`config.mk`:
```
export PLATFORM = sky130hd
export DESIGN_NAME = mem_2k_arbiter
export DESIGN_NICKNAME = d
export VERILOG_FILES = /design/src/rtl/mem_2k_arbiter.sv
export SDC_FILE = /design/constraint.sdc
export NUM_CORES = 1
export LEC_CHECK = 0
export ABC_AREA = 1
export BUFFER_PORTS_ARGS = -buffer_cell sky130_fd_sc_hd__clkbuf_2
export CAP_MARGIN = 25
export CORE_AREA = 4 4 151 153
export CTS_CLUSTER_SIZE = 16
export DETAILED_ROUTE_END_ITERATION = 7
export DIE_AREA = 0 0 155 157
export SYNTH_ARGS = -nofsm -noshare
export SYNTH_HDL_FRONTEND = slang
export SYNTH_SLANG_ARGS = --single-unit
```
`constraint.sdc`:
```
create_clock -name clock -period 15.3 [get_ports clock]
set_input_delay 4.59 -clock clock [delete_from_list [all_inputs] [get_ports clock]]
set_output_delay 4.59 -clock clock [all_outputs]
set_load 0.02 [all_outputs]
```
`src/rtl/mem_2k_arbiter.sv`:
```
// Round-robin arbiter sharing one simple-dual-port RAM between two writers
// and two readers, returning read data to the issuing client.
module mem_2k_arbiter #(
  parameter int ADDR_W = 11,
  parameter int DATA_W = 64,
  parameter int RD_LAT = 2
) (
  input  logic              clock,
  input  logic              aclr,
  input  logic              wr0_req,
  input  logic [ADDR_W-1:0] wr0_addr,
  input  logic [DATA_W-1:0] wr0_data,
  output logic              wr0_gnt,
  input  logic              wr1_req,
  input  logic [ADDR_W-1:0] wr1_addr,
  input  logic [DATA_W-1:0] wr1_data,
  output logic              wr1_gnt,
  input  logic              rd0_req,
  input  logic [ADDR_W-1:0] rd0_addr,
  output logic              rd0_gnt,
  output logic              rd0_rvalid,
  input  logic              rd1_req,
  input  logic [ADDR_W-1:0] rd1_addr,
  output logic              rd1_gnt,
  output logic              rd1_rvalid,
  output logic [DATA_W-1:0] rd_rdata,
  output logic              mem_wren,
  output logic [ADDR_W-1:0] mem_wraddress,
  output logic [DATA_W-1:0] mem_data,
  output logic [ADDR_W-1:0] mem_rdaddress,
  input  logic [DATA_W-1:0] mem_q
);

  logic              r_wr_ptr;
  logic              r_rd_ptr;
  logic [ADDR_W-1:0] r_wraddr;
  logic [DATA_W-1:0] r_wdata;
  logic [ADDR_W-1:0] r_rdaddr;
  logic [RD_LAT-1:0] r_vld;
  logic [RD_LAT-1:0] r_id;

  logic              w_wr_sel;
  logic              w_wr_any;
  logic [ADDR_W-1:0] w_wr_addr;
  logic [DATA_W-1:0] w_wr_data;
  logic              w_rd_sel;
  logic              w_rd_any;
  logic              w_rd_stall;
  logic [ADDR_W-1:0] w_rd_addr;

  // sel=1 picks client 1; pointer breaks ties only when both request
  assign w_wr_sel  = wr1_req & (~wr0_req | r_wr_ptr);
  assign w_wr_any  = (wr0_req | wr1_req) & ~aclr;
  assign w_wr_addr = w_wr_sel ? wr1_addr : wr0_addr;
  assign w_wr_data = w_wr_sel ? wr1_data : wr0_data;

  assign wr0_gnt       = w_wr_any & ~w_wr_sel;
  assign wr1_gnt       = w_wr_any & w_wr_sel;
  assign mem_wren      = w_wr_any;
  assign mem_wraddress = w_wr_any ? w_wr_addr : r_wraddr;
  assign mem_data      = w_wr_any ? w_wr_data : r_wdata;

  assign w_rd_sel  = rd1_req & (~rd0_req | r_rd_ptr);
  assign w_rd_addr = w_rd_sel ? rd1_addr : rd0_addr;
  // same-address collision with a write: hold the read off one cycle
  assign w_rd_stall = mem_wren & (w_rd_addr == mem_wraddress);
  assign w_rd_any   = (rd0_req | rd1_req) & ~aclr & ~w_rd_stall;

  assign rd0_gnt       = w_rd_any & ~w_rd_sel;
  assign rd1_gnt       = w_rd_any & w_rd_sel;
  assign mem_rdaddress = w_rd_any ? w_rd_addr : r_rdaddr;

  assign rd0_rvalid = r_vld[RD_LAT-1] & ~r_id[RD_LAT-1];
  assign rd1_rvalid = r_vld[RD_LAT-1] & r_id[RD_LAT-1];
  assign rd_rdata   = mem_q;

  always_ff @(posedge clock or posedge aclr) begin
    if (aclr) begin
      r_wr_ptr <= 1'b0;
      r_wraddr <= '0;
      r_wdata  <= '0;
    end else if (w_wr_any) begin
      r_wr_ptr <= ~w_wr_sel;
      r_wraddr <= w_wr_addr;
      r_wdata  <= w_wr_data;
    end
  end

  always_ff @(posedge clock or posedge aclr) begin
    if (aclr) begin
      r_rd_ptr <= 1'b0;
      r_rdaddr <= '0;
    end else if (w_rd_any) begin
      r_rd_ptr <= ~w_rd_sel;
      r_rdaddr <= w_rd_addr;
    end
  end

  always_ff @(posedge clock or posedge aclr) begin
    if (aclr) begin
      r_vld <= '0;
      r_id  <= '0;
    end else begin
      r_vld[0] <= w_rd_any;
      r_id[0]  <= w_rd_sel;
      for (int i = 1; i < RD_LAT; i++) begin
        r_vld[i] <= r_vld[i-1];
        r_id[i]  <= r_id[i-1];
      end
    end
  end

endmodule

```
Word level (Yosys, flattened, before mapping)
Cells that the tools add are included.
{"block": "totals", "wordCells": 37, "in_bits": 242, "reg_bits": 92, "output_inout_bits": 157}
{"block": "op_classes", "n_eq_ne": 1, "bitwise_logic": 23, "muxes": 6}
{"op": "two-way mux 64 bit", "n": 2}
{"op": "two-way mux 11 bit", "n": 4}
{"op": "bitwise AND 1 bit", "n": 12}
{"op": "equality test 11 bit", "n": 1}
{"op": "NOT 1 bit", "n": 7}
{"op": "OR 1 bit", "n": 4}

Longest topological paths before layout
Gate-level depths: netlist of run 1.
{"block": "depth", "word_depth": 10, "ltp_mapped": 17, "ltp_nobuf": 15}

Worst setup path before layout of run 1
OpenSTA, ideal clock, no wires.
{"block": "synth_path", "path_kind": "input-to-output", "start": "input port aclr", "end": "output port rd1_gnt", "t_required_ns": 10.710, "n_path_buf": 2, "arrival_ns": 7.182, "setup_slack_ns": 3.528, "stages": 13, "cell_sequence": "inv_1 > buf_2 > nand4_1 > nand3_1 > nand2_1 > nand2_1 > nor2_1 > nand2_1 > nor2_1 > nand2_2 > nand2_2 > buf_6 > nor2_1"}
{"block": "synth_between", "elab_chain_cells": 8, "word_cells_on_any_way": 9, "classes_between": "eq/ne: 1; mux: 1; bitwise: 7"}
{"item": "from (decl)", "line_no": "9", "text": "input logic aclr,"}
{"item": "NOT 1 bit (*)", "line_no": "53, 67"}
{"item": "bitwise AND 1 bit", "line_no": "53", "text": "assign w_wr_any = (wr0_req | wr1_req) & ~aclr;"}
{"item": "two-way mux 11 bit"}
{"item": "equality test 11 bit", "line_no": "66", "text": "assign w_rd_stall = mem_wren & (w_rd_addr == mem_wraddress);"}
{"item": "bitwise AND 1 bit", "line_no": "66"}
{"item": "NOT 1 bit", "line_no": "67", "text": "assign w_rd_any = (rd0_req | rd1_req) & ~aclr & ~w_rd_stall;"}
{"item": "bitwise AND 1 bit (*)", "line_no": "67"}
{"item": "bitwise AND 1 bit (*)", "line_no": "70", "text": "assign rd1_gnt = w_rd_any & w_rd_sel;"}
{"item": "to (decl)", "line_no": "24", "text": "output logic rd1_gnt,"}
Mark *: on every way between the ends. The rest lies on a longest branch, timed or not.

Final worst setup path of run 1
{"block": "layout_path", "start": "input port wr1_req", "end": "output port mem_rdaddress[5]"}
{"block": "layout_between", "elab_chain_cells": 8, "word_cells_on_any_way": 10, "classes_between": "eq/ne: 1; mux: 3; bitwise: 6"}
{"item": "from (decl)", "line_no": "14", "text": "input logic wr1_req,"}
{"item": "bitwise AND 1 bit or OR 1 bit (tied branches)", "line_no": "52, 53"}
{"item": "two-way mux 11 bit or bitwise AND 1 bit (tied branches)", "line_no": "54, 53"}
{"item": "two-way mux 11 bit"}
{"item": "equality test 11 bit", "line_no": "66"}
{"item": "bitwise AND 1 bit (*)", "line_no": "66"}
{"item": "NOT 1 bit (*)", "line_no": "67"}
{"item": "bitwise AND 1 bit (*)", "line_no": "67"}
{"item": "two-way mux 11 bit (*)", "line_no": "71", "text": "assign mem_rdaddress = w_rd_any ? w_rd_addr : r_rdaddr;"}
{"item": "to (decl)", "line_no": "30", "text": "output logic [ADDR_W-1:0] mem_rdaddress,"}
Marks and branches as above.

==> impl_metrics.env, run 1 <==
export IMPL_clk_pin_slew_ns=0.06
export IMPL_synth_most_common_cell="nand2_1"
export IMPL_finalInstanceArea_um2=6480
export IMPL_ys_warn_count=0
export IMPL_drv_slew=0
export IMPL_switching_share=0.339
export IMPL_cp_required_ns=10.71
export IMPL_start_util=0.234
export IMPL_die_w_um=155
export IMPL_clock_latency_ns=0.34
export IMPL_crit_path_end_kind="output port"
export IMPL_start_kind="primary input"
export IMPL_grt_pass1_vias=4611
export IMPL_period_share=0.798
export IMPL_vias_per_cell=4.20
export IMPL_hold_viol=0
export IMPL_reg2regPathDepth=7
export IMPL_gp_congestion=0.819
export IMPL_p_int_w=0.000479
export IMPL_rr_endpoint="r_wdata[57]$_DFF_PP0_"
export IMPL_tritoncts="built"
export IMPL_yosysUniqueCellTypes=18
export IMPL_htree_num_levels=3
export IMPL_slew_headroom=0.388
export IMPL_grt_start_max_net_pins=54
export IMPL_worstSetupPathType="in -> out"
export IMPL_diodes=0
export IMPL_netlist_area_um2=5040
export IMPL_yosys_top_cells_count="281 x nand2_1, 103 x nand3_1, 92 x dfrtp_1, 74 x inv_1, 66 x buf_4"
export IMPL_vias=4894
export IMPL_clockPowerShare=0.312
export IMPL_numPortBuffers=270
export IMPL_drc=0
export IMPL_dp_hpwl_um=12700
export IMPL_yosys_register_bits=92
export IMPL_p_leak_nw=3.77
export IMPL_rsz0062_at_grt="false"
export IMPL_min_from="r_vld[0]$_DFF_PP0_"
export IMPL_max_freq_mhz=81.9
export IMPL_critPathMaxFanout=40
export IMPL_rows=54
export IMPL_ys_seq_area_frac=0.456
export IMPL_postSynthCellCount=693
export IMPL_powerDensity_nw_per_um2=112
export IMPL_grt_antenna_before_repair=0
export IMPL_synth_edf_count=0
export IMPL_cts_made_buffers=9
export IMPL_cts_setup_buffers=0
export IMPL_cts_buffer_depth=2
export IMPL_nNetsFinal=1124
export IMPL_grt_pass1_wl_um=24100
export IMPL_tightestPinTransition_ns=0.914
export IMPL_hp_class="reg -> reg"
export IMPL_tns_ns=0
export IMPL_grtUsageTotal=0.125
export IMPL_route_antenna_remaining_nets=0
export IMPL_cts_root_buf="clkbuf_16"
export IMPL_crit_start="wr1_req"
export IMPL_holdPathEnd="r_vld[1]$_DFF_PP0_"
export IMPL_synth_ff_type="dfrtp_1"
export IMPL_cts_sinks=92
export IMPL_die_area_um2=24300
export IMPL_reg2reg_setup_slack_ns=12.75
export IMPL_core_um2=21600
export IMPL_p_seq_frac=0.396
export IMPL_post_cts_resized=0
export IMPL_dr_pass1_iters=4
export IMPL_synth_top_cell_area_share=0.456
export IMPL_cts_hold_buf=0
export IMPL_status="completed"
export IMPL_die_h_um=157
export IMPL_fin_ws_ns=3.09
export IMPL_wire_per_inst_um=13.7
export IMPL_fin_util=0.301
export IMPL_drv_cap=0
export IMPL_p_total_w=0.000726
export IMPL_timing_clock_skew_ns=0.00531
export IMPL_power_frac_comb=0.292
export IMPL_hold_depth=0
export IMPL_place_area_um2=6180
export IMPL_worst_ep_arrival_time_ns=7.62
export IMPL_place_ws_ns=3.01
export IMPL_ioPinCount=399
export IMPL_netlist_top_cells_area="dfrtp_1 46%, nand2_1 21%, nand3_1 10%"
export IMPL_period_minus_slack_ns=12.21
export IMPL_finalSetupViolations=0
export IMPL_ir_drop_mv=0.0445
export IMPL_syn_to_final_growth_pct=28.4
export IMPL_rr_startpoint="r_wr_ptr$_DFFE_PP0N_"
export IMPL_layout_drive_gt1_share=0.339
export IMPL_netSwitchingPower_w=0.000246
export IMPL_syn_avg_cell_area_um2=7.28
export IMPL_drt_wl_total_um=15900
export IMPL_synthArstFlopShare=1.00
export IMPL_synth_nets=935
export IMPL_drt_iter0_drc=284
export IMPL_synth_top_cell_by_area="dfrtp_1"
export IMPL_grt_ovfl_total=0
-- cell families (layout without fill, tap and decap cells) --
| logic type | Yosys count | count (layout) | share of synthesized area |
|---|---|---|---|
| buf+inv | 170 | 363 | 0.179 |
| flops | 92 | 92 | 0.456 |
| compound gates | 12 | 12 | 0.0126 |
| simple gates | 419 | 419 | 0.352 |
-- layout make-up --
class / count / area, um^2
inverters: 74 / 280
clock inverters: 5 / 60.1
fillers: 2359 / 15100
clock buffers: 10 / 239
repair buffers: 274 / 1390
well taps: 280 / 350
multi-input cells: 431 / 1850
flip-flops and latches: 92 / 2300
-- state kept, by name, summed over array words and instances, names as in the netlist --
name      count
r_wdata      64
r_rdaddr     11
r_wraddr     11
r_id          2
r_vld         2
r_rd_ptr      1
r_wr_ptr      1
-- stage by stage --
| step | instances | hold WS, ns |
|---|---|---|
| 2_1_floorplan | 693 | 0.331 |
| 3_3_place_gp | 1150 | 0.337 |
| 3_5_place_dp | 1151 | 0.335 |
| 4_1_cts | 1166 | 0.350 |
| 5_1_grt | 1166 | 0.375 |
| 6_report | 1166 | 0.348 |
-- worst max path at each step --
stage	to	cells past startpoint	slack, ns
6_report	mem_rdaddress[5]	16	3.09
5_1_grt	mem_rdaddress[6]	16	2.59
4_1_cts	mem_rdaddress[5]	16	3.01
3_5_place_dp	mem_rdaddress[5]	16	3.01
3_3_place_gp	mem_rdaddress[10]	16	3.07
2_1_floorplan	rd1_gnt	13	3.53
-- placed cells by master (no fill, tap or decap) --
| cell type | count |
|---|---|
| clkbuf_16 | 9 |
| nand3_1 | 103 |
| clkinv_2 | 1 |
| o21ai_0 | 11 |
| dfrtp_1 | 92 |
| buf_4 | 3 |
| nor2_4 | 2 |
| inv_2 | 1 |
| o21ai_4 | 1 |
| bufinv_16 | 1 |
| inv_4 | 1 |
| nand4_1 | 13 |
| nand2_1 | 281 |
| nor2_1 | 11 |
| nand3b_1 | 3 |
| clkinvlp_4 | 1 |
| clkbuf_8 | 1 |
| clkinv_4 | 1 |
| nand2_2 | 3 |
| clkbuf_2 | 270 |
| inv_6 | 1 |
| nand3_2 | 2 |
| buf_12 | 1 |
| nor2_2 | 1 |
| inv_1 | 72 |
-- layer usage --
layer / share of wire / global-route usage / wire length (um)
met5: 0 / 0 / 0
met3: 0.086 / 0.0360 / 1380
met1: 0.40 / 0.148 / 6320
met2: 0.49 / 0.214 / 7830
met4: 0.026 / 0.0530 / 419
-- worst max-delay path: stages --
cell	delay [ns]
clkbuf_2	0.27
o21ai_4	0.80
buf_4	0.50
nand2_1	0.12
nand2_1	0.09
inv_1	0.04
nand3_1	0.06
nand2_1	0.06
nor2_1	0.09
nand2_1	0.07
nor2_1	0.11
nand2_2	0.18
nand2_2	0.26
nand2_1	0.08
nand2_1	0.09
clkbuf_2	0.18
-- power groups by stage --
stage                     clock network, W  registers (W)  logic, W
after floorplan                          0       0.000290  0.000156
after global placement                   0       0.000292  0.000213
after detailed placement                 0       0.000292  0.000215
after CTS                         0.000237       0.000287  0.000216
after global routing              0.000250       0.000291  0.000236
final                             0.000226       0.000287  0.000212
No activity file was read; power rests on OpenSTA's default activity.
==> run 2, diff against run 1 <==
--- a/config.mk
+++ b/config.mk
@@ -8,10 +8,10 @@
 export ABC_AREA = 1
 export BUFFER_PORTS_ARGS = -buffer_cell sky130_fd_sc_hd__clkbuf_2
 export CAP_MARGIN = 25
-export CORE_AREA = 4 4 151 153
+export CORE_AREA = 4 4 152 154
 export CTS_CLUSTER_SIZE = 16
 export DETAILED_ROUTE_END_ITERATION = 7
-export DIE_AREA = 0 0 155 157
+export DIE_AREA = 0 0 156 158
 export SYNTH_ARGS = -nofsm -noshare
 export SYNTH_HDL_FRONTEND = slang
 export SYNTH_SLANG_ARGS = --single-unit
==> constraint.sdc (replaced) <==
create_clock -name clock -period 12.3 [get_ports clock]
set_input_delay 3.69 -clock clock [delete_from_list [all_inputs] [get_ports clock]]
set_output_delay 3.69 -clock clock [all_outputs]
set_load 0.02 [all_outputs]
==> impl_metrics.env, run 2 (same netlist as run 1, synthesis figures left out) <==
export IMPL_cts_root_buf="clkbuf_16"
export IMPL_die_area_um2=24600
export IMPL_drt_iter0_drc=291
export IMPL_critPathMaxFanout=45
export IMPL_status="completed"
export IMPL_dr_pass1_iters=4
export IMPL_rows=54
export IMPL_worst_ep_arrival_time_ns=6.68
export IMPL_cts_sinks=92
export IMPL_vias=4941
export IMPL_powerDensity_nw_per_um2=137
export IMPL_start_util=0.233
export IMPL_slowest_delay_ns=0.73
export IMPL_worstSetupPathType="in -> out"
export IMPL_clock_latency_ns=0.34
export IMPL_diodes=0
export IMPL_layout_drive_gt1_share=0.338
export IMPL_cts_made_buffers=9
export IMPL_timing_clock_skew_ns=0.00788
export IMPL_vias_per_cell=4.23
export IMPL_fin_util=0.297
export IMPL_drt_wl_total_um=16700
export IMPL_die_w_um=156
export IMPL_syn_to_final_growth_pct=27.8
export IMPL_gr_max_usage_layer="met2"
export IMPL_holdWs_ns=0.351
export IMPL_clk_pin_slew_ns=0.07
export IMPL_grt_met3_usage=0.0342
export IMPL_grt_antenna_before_repair=0
export IMPL_crit_path_end_kind="output port"
export IMPL_dp_hpwl_um=13300
export IMPL_p_total_w=0.000885
export IMPL_grt_pass1_wl_um=24700
export IMPL_grt_start_max_net_pins=57
export IMPL_cp_required_ns=8.61
export IMPL_top_regs="r_wdata: 64 flops, r_rdaddr: 11 flops, r_wraddr: 11 flops"
export IMPL_nNetsFinal=1124
export IMPL_max_freq_mhz=96.4
export IMPL_p_leak_nw=3.75
export IMPL_tightestPinTransition_ns=0.879
export IMPL_critPathSlowestCell="o21ai_4"
export IMPL_slew_headroom=0.412
export IMPL_largest_register="r_wdata"
export IMPL_hold_viol=0
export IMPL_htree_num_levels=3
export IMPL_fin_ws_ns=1.93
export IMPL_drv_cap=0
export IMPL_grt_use_met1=0.157
export IMPL_tritoncts="built"
export IMPL_start_kind="primary input"
export IMPL_ir_drop_mv=0.0536
export IMPL_period_share=0.843
export IMPL_tns_ns=0
export IMPL_route_antenna_remaining_nets=0
export IMPL_rsz0062_at_grt="false"
export IMPL_grt_pass1_vias=4518
export IMPL_finalSetupViolations=0
export IMPL_numPortBuffers=270
export IMPL_core_um2=21700
export IMPL_cp_common_cell="nand2_1"
export IMPL_cts_buffer_depth=2
export IMPL_period_minus_slack_ns=10.37
export IMPL_ioPinCount=399
export IMPL_crit_buf_inv=4
export IMPL_cts_setup_buffers=0
export IMPL_mostFrequentLayoutCell="nand2_1"
export IMPL_post_cts_resized=0
export IMPL_grt_ovfl_total=0
export IMPL_crit_family="simple AND/OR/NAND/NOR gates"
export IMPL_crit_chain="clkbuf_2 > o21ai_4 > buf_4 > nand2_1 > nand2_1 > inv_1 > nand3_1 > nand2_1 > nor2_1 > nand2_1 > nor2_1 > nand2_2 > nand2_2 > nand2_1 > nand2_1 > clkbuf_2"
export IMPL_hp_class="reg -> reg"
export IMPL_gp_congestion=0.840
export IMPL_grtUsageTotal=0.129
export IMPL_drc=0
export IMPL_largest_reg_flops=64
export IMPL_wire_per_inst_um=14.3
export IMPL_place_ws_ns=1.86
export IMPL_layout_common_cells="281 x nand2_1, 270 x clkbuf_2, 103 x nand3_1, 92 x dfrtp_1, 72 x inv_1"
export IMPL_cts_hold_buf=0
export IMPL_use_met2=0.214
export IMPL_die_h_um=158
export IMPL_drv_slew=0
-- run 2: final timing paths --
check	cells after the start	startpoint	endpoint	slack (ns)
setup / recovery	16	wr1_req	mem_rdaddress[1]	1.93
hold / removal	0	r_vld[0]$_DFF_PP0_	r_vld[1]$_DFF_PP0_	0.35
setup reg to reg	8	r_wr_ptr$_DFFE_PP0N_	r_wdata[2]$_DFF_PP0_	9.58
hold reg to reg	0	r_vld[0]$_DFF_PP0_	r_vld[1]$_DFF_PP0_	0.35
max in group asynchronous	3	aclr	r_wdata[27]$_DFF_PP0_	7.66
min in group asynchronous	2	aclr	r_wraddr[1]$_DFF_PP0_	3.54
-- run 2: area by class of cell --
type | count | area, um^2
fillers | 2410 | 15200
flip-flops and latches | 92 | 2300
multi-input cells | 431 | 1850
repair buffers | 274 | 1380
well taps | 280 | 350
inverters | 74 | 280
clock buffers | 10 | 229
clock inverters | 6 | 47.5
-- run 2: power breakdown --
part / internal (W) / switching [W] / total (W)
clock: 0.000139 / 0.000125 / 0.000264
combinational: 0.0000868 / 0.000177 / 0.000264
sequential: 0.000346 / 0.0000110 / 0.000357
total: 0.000572 / 0.000313 / 0.000885
-- run 2: metal layers --
metal,routed length (um),part of all wire
met5,0,0
met4,557,0.033
met3,1260,0.075
met2,8110,0.49
met1,6760,0.41
-- run 2: stage by stage --
step / area, um^2 / instances
after detailed placement: 6170 / 1151
after global routing: 6440 / 1167
final: 6440 / 1167
after CTS: 6440 / 1167
after global placement: 6170 / 1151
after floorplan: 5040 / 693
